===== src/rtl/tdm_demux_1_to_4.sv =====
// Receive-side TDM demultiplexer: aligns on a slot-0 frame sync and steers four
// channel samples into a registered frame presented with a one-cycle strobe.
module tdm_demux_1_to_4 #(
    parameter int unsigned WIDTH = 1
) (
    input  logic                 clk,
    input  logic                 rst_n,
    input  logic [WIDTH-1:0]     din,
    input  logic                 din_valid,
    input  logic                 sync,
    output logic [4*WIDTH-1:0]   dout,
    output logic                 frame_valid,
    output logic                 locked,
    output logic [1:0]           slot,
    output logic                 sync_err
);

    localparam int unsigned FRAME_W = 4 * WIDTH;

    localparam logic [0:0] ST_HUNT   = 1'b0;
    localparam logic [0:0] ST_LOCKED = 1'b1;

    logic [0:0]         r_state;
    logic [1:0]         r_slot;
    logic [WIDTH-1:0]   r_ch0;
    logic [WIDTH-1:0]   r_ch1;
    logic [WIDTH-1:0]   r_ch2;
    logic [FRAME_W-1:0] r_dout;
    logic               r_frame_valid;
    logic               r_sync_err;

    logic [0:0]         w_state_nxt;
    logic [1:0]         w_slot_nxt;
    logic [WIDTH-1:0]   w_ch0_nxt;
    logic [WIDTH-1:0]   w_ch1_nxt;
    logic [WIDTH-1:0]   w_ch2_nxt;
    logic [FRAME_W-1:0] w_dout_nxt;
    logic               w_frame_valid_nxt;
    logic               w_sync_err_nxt;

    // State and output registers
    always_ff @(posedge clk or negedge rst_n) begin
        if (!rst_n) begin
            r_state       <= ST_HUNT;
            r_slot        <= 2'd0;
            r_ch0         <= '0;
            r_ch1         <= '0;
            r_ch2         <= '0;
            r_dout        <= '0;
            r_frame_valid <= 1'b0;
            r_sync_err    <= 1'b0;
        end else begin
            r_state       <= w_state_nxt;
            r_slot        <= w_slot_nxt;
            r_ch0         <= w_ch0_nxt;
            r_ch1         <= w_ch1_nxt;
            r_ch2         <= w_ch2_nxt;
            r_dout        <= w_dout_nxt;
            r_frame_valid <= w_frame_valid_nxt;
            r_sync_err    <= w_sync_err_nxt;
        end
    end

    // Framing decisions; only valid beats advance anything
    always_comb begin
        w_state_nxt       = r_state;
        w_slot_nxt        = r_slot;
        w_ch0_nxt         = r_ch0;
        w_ch1_nxt         = r_ch1;
        w_ch2_nxt         = r_ch2;
        w_dout_nxt        = r_dout;
        w_frame_valid_nxt = 1'b0;
        w_sync_err_nxt    = 1'b0;

        if (din_valid) begin
            case (r_state)
                ST_HUNT: begin
                    if (sync) begin
                        w_ch0_nxt   = din;
                        w_slot_nxt  = 2'd1;
                        w_state_nxt = ST_LOCKED;
                    end
                end
                ST_LOCKED: begin
                    if (sync) begin
                        // An early sync restarts the frame on this beat
                        w_sync_err_nxt = (r_slot != 2'd0);
                        w_ch0_nxt      = din;
                        w_slot_nxt     = 2'd1;
                    end else begin
                        case (r_slot)
                            2'd0: begin
                                w_sync_err_nxt = 1'b1;
                                w_slot_nxt     = 2'd0;
                                w_state_nxt    = ST_HUNT;
                            end
                            2'd1: begin
                                w_ch1_nxt  = din;
                                w_slot_nxt = 2'd2;
                            end
                            2'd2: begin
                                w_ch2_nxt  = din;
                                w_slot_nxt = 2'd3;
                            end
                            default: begin
                                w_dout_nxt        = {din, r_ch2, r_ch1, r_ch0};
                                w_frame_valid_nxt = 1'b1;
                                w_slot_nxt        = 2'd0;
                            end
                        endcase
                    end
                end
                default: begin
                    w_state_nxt = ST_HUNT;
                    w_slot_nxt  = 2'd0;
                end
            endcase
        end
    end

    assign dout        = r_dout;
    assign frame_valid = r_frame_valid;
    assign locked      = (r_state == ST_LOCKED);
    assign slot        = r_slot;
    assign sync_err    = r_sync_err;

endmodule

===== config.mk =====
export PLATFORM = sky130hd
export DESIGN_NAME = tdm_demux_1_to_4
export DESIGN_NICKNAME = d
export VERILOG_FILES = /design/src/rtl/tdm_demux_1_to_4.sv
export SDC_FILE = /design/constraint.sdc
export NUM_CORES = 1
export LEC_CHECK = 0
export CAP_MARGIN = 20
export CORE_UTILIZATION = 45
export DETAILED_ROUTE_END_ITERATION = 7
export HOLD_SLACK_MARGIN = 0.12
export PLACE_DENSITY = 0.8
export SLEW_MARGIN = 20
export SYNTH_ARGS = -nofsm -noshare
export SYNTH_HDL_FRONTEND = slang
export SYNTH_SLANG_ARGS = --single-unit

===== constraint.sdc =====
create_clock -name clk -period 3.85 [get_ports clk]
set_input_delay 0.385 -clock clk [delete_from_list [all_inputs] [get_ports clk]]
set_output_delay 0.385 -clock clk [all_outputs]
set_load 0.02 [all_outputs]

==> metrics.txt <==
Crit path required time 3.46 ns; pwr dens 694.8 mW/mm^2; Max Slew Vio Count 0; Rel. slew slack between 60% and 70%; Bufs on Longest Clock Path 2; post-synthesis xor/xnor area fraction 0%; Antenna Nets Post-Route 0; status complete, no violations; hold-fix buffers at CTS 0; initial drt markers 2; GRT overflow 0; crit-path cells clkdlybuf4s50_1; Worst Skew 0.004691 ns; worst vdd rail ir drop between 0.3 and 0.4 mV; CORE AREA 0.001186 mm^2; simple-gate share of the synthesized area ~15%; critical path class flip-flop to output pin; Hold Path Class input port to asynchronous set/reset pin; latest clock arrival within the worst-skew pair between 0.2 and 0.3 ns; Synth Area in Compound Gates 3.272%; Cell variety after synth 17; NumNets Final 73; Final Hold Violating Endpoints 0; sequential area share after synthesis 49.08%; largest net degree at the start of global routing 13; Levels on crit path 1; FF+latch count, synth 12; DRT Wirelength 1.016 mm; drt first pass iters 6; cell family with most CP delay buffers and inverters; setup bufs post-CTS 0; syn_area_per_cell 13.02 um^2; Die X 38.88 um; Setup TNS 0 ns; vias in the first global route 387; data arrival time of the worst path 1.53 ns; Tcrit/Tclk final 49.72%; Post-Syn Instances 47; Setup WS post-layout 1.936 ns; worst r2r dst r_ch2$_DFFE_PN0P_; main combinational cell family by area after synthesis simple AND/OR/NAND/NOR gates; CTS resizes 0; Yosys Warn Count 0; LEAKAGE 0.3622 nW; CTS tree done; Post-Synth Adder-Cell Area 12.27%; fmax between 500 and 600 MHz; initial core utilization 51.58%; post-layout min period 1.914 ns; worst path buffer plus inverter count 1; DR vias/cell 5.293; area grow syn2layout 25.15%; H-tree lvl count 1; GR Util All Layers 17.50%; layout cells sized above 1 21.31%; Slowest cell on crit path clkdlybuf4s50_1; reg2reg start slot[0]$_DFFE_PN0P_; total CTS buffers 3; Setup WS pre-CTS about 2.1 ns; r2r worst-path depth 4; Port-buffer cells 13; drt drc 0; fin cells 75; mux contribution to synthesized area between 10% and 20%; Cells after DPL 71; reg-to-reg slack, setup 2.52 ns; endpoints failing setup 0; Startpoint Class flip-flop; vias post-DR 397; CTS Root Cell clkbuf_4; max-cap viol count 0; Worst Path Max Fanout 11; clock-pin slew on the worst setup and hold paths 0.08 ns; Post-Syn Area 611.8 um^2; Final Power 0.5320 mW; Synth Net Count 58; initial antenna violation count 0; Post-DP HPWL 743.7 um; gpl congestion 0.6853; die height 38.88 um; RSZ-0062 raised after global routing no; Worst Tran Pin Value 0.5235 ns; ANT cells 0; kind of end point of the critical path output pin; Ports 14; num rows 12; first-pass GRT wire length 1.676 mm; clock sink total 12; Die ar. 0.001511 mm^2; max incr delay on CP 0.68 ns; WL/cell roughly 14 um
## flip-flops by register name (all words and copies together), names as in the netlist
name / flops
dout: 4
slot: 2
frame_valid: 1
locked: 1
r_ch0: 1
r_ch1: 1
r_ch2: 1
sync_err: 1
## cell usage after synthesis
cell type | n | area [um^2]
dfrtp_1 | 12 | 300.3
mux2_2 | 7 | 78.83
ha_1 | 6 | 75.07
inv_1 | 4 | 15.01
buf_6 | 2 | 22.52
nand2_1 | 2 | 7.510
nand4b_1 | 2 | 17.52
nor2_1 | 2 | 7.510
nor3_1 | 2 | 10.01
a21oi_1 | 1 | 5.000
a31oi_1 | 1 | 6.260
and4bb_2 | 1 | 12.51
buf_4 | 1 | 7.510
nand3_1 | 1 | 5.000
nand4b_4 | 1 | 23.77
o221ai_1 | 1 | 8.760
or3b_1 | 1 | 8.760
## per-stage QoR
| step | utilization, % | instance area (um^2) | hold WS (ns) |
|---|---|---|---|
| detailed placement | 61.50 | 729.5 | 0.4981 |
| global placement | 61.50 | 729.5 | 0.4918 |
| floorplan | - | 611.8 | 0.08941 |
| finish | 64.56 | 765.7 | 0.4509 |
| global route | 64.56 | 765.7 | 0.5126 |
| CTS | 64.56 | 765.7 | 0.4845 |
## cells in the final DEF (no fill, tap or decap)
master / n
nand3_1: 1
clkbuf_4: 3
ha_1: 6
nor3_1: 2
a31oi_1: 1
or3b_1: 1
nand4b_1: 2
mux2_2: 7
and4bb_2: 1
dfrtp_1: 12
nand4b_4: 1
nand2_1: 2
inv_1: 4
a21oi_1: 1
nor2_1: 2
clkdlybuf4s50_1: 13
o221ai_1: 1
clkbuf_8: 1
## cell families (layout without fill, tap and decap cells)
| logic type | Yosys count | count (layout) |
|---|---|---|
| flip-flops | 12 | 12 |
| AND/OR/NAND/NOR | 12 | 12 |
| buffers and inverters | 7 | 21 |
| multiplexers | 7 | 7 |
| adder cells (fa/ha/maj) | 6 | 6 |
| AO/OA/AOI/OAI | 3 | 3 |
## worst reg2reg max path, delay by kind of cell (launching register included)
family / cells / cell delay (ns)
flops: 1 / 0.44
fa+ha+maj: 1 / 0.22
simple gates: 1 / 0.10
buf+inv: 1 / 0.12
mux: 1 / 0.35
## metal layers
| layer | routed length, um | track usage [%] |
|---|---|---|
| met1 | 472 | 21.53 |
| met2 | 486 | 26.67 |
| met3 | 34 | 3.468 |
| met4 | 22 | 12.93 |
| met5 | 0 | 0 |
## where the power goes
group / leakage [nW] / internal (mW) / switching, mW
registers: 0.147 / 0.174 / 0.0441
logic: 0.194 / 0.114 / 0.0998
clock network: 0.0210 / 0.0575 / 0.0428
## how the worst max path moves through the flow
stage | start | end
after detailed placement | sync | dout[2]$_DFFE_PN0P_
after floorplan | slot[0]$_DFFE_PN0P_ | r_ch2$_DFFE_PN0P_
final | locked$_DFFE_PN0P_ | locked
after global placement | sync | dout[1]$_DFFE_PN0P_
after global routing | locked$_DFFE_PN0P_ | locked
after CTS | locked$_DFFE_PN0P_ | locked
## area by class of cell
cell class,instances,area (um^2)
fill,95,420.4
sequential,12,300.3
multi-input combinational,28,266.5
timing repair buffer,13,130.1
clock buffer,4,36.28
tap,14,17.52
inverter,4,15.01
(Power assumes the default switching activity.)
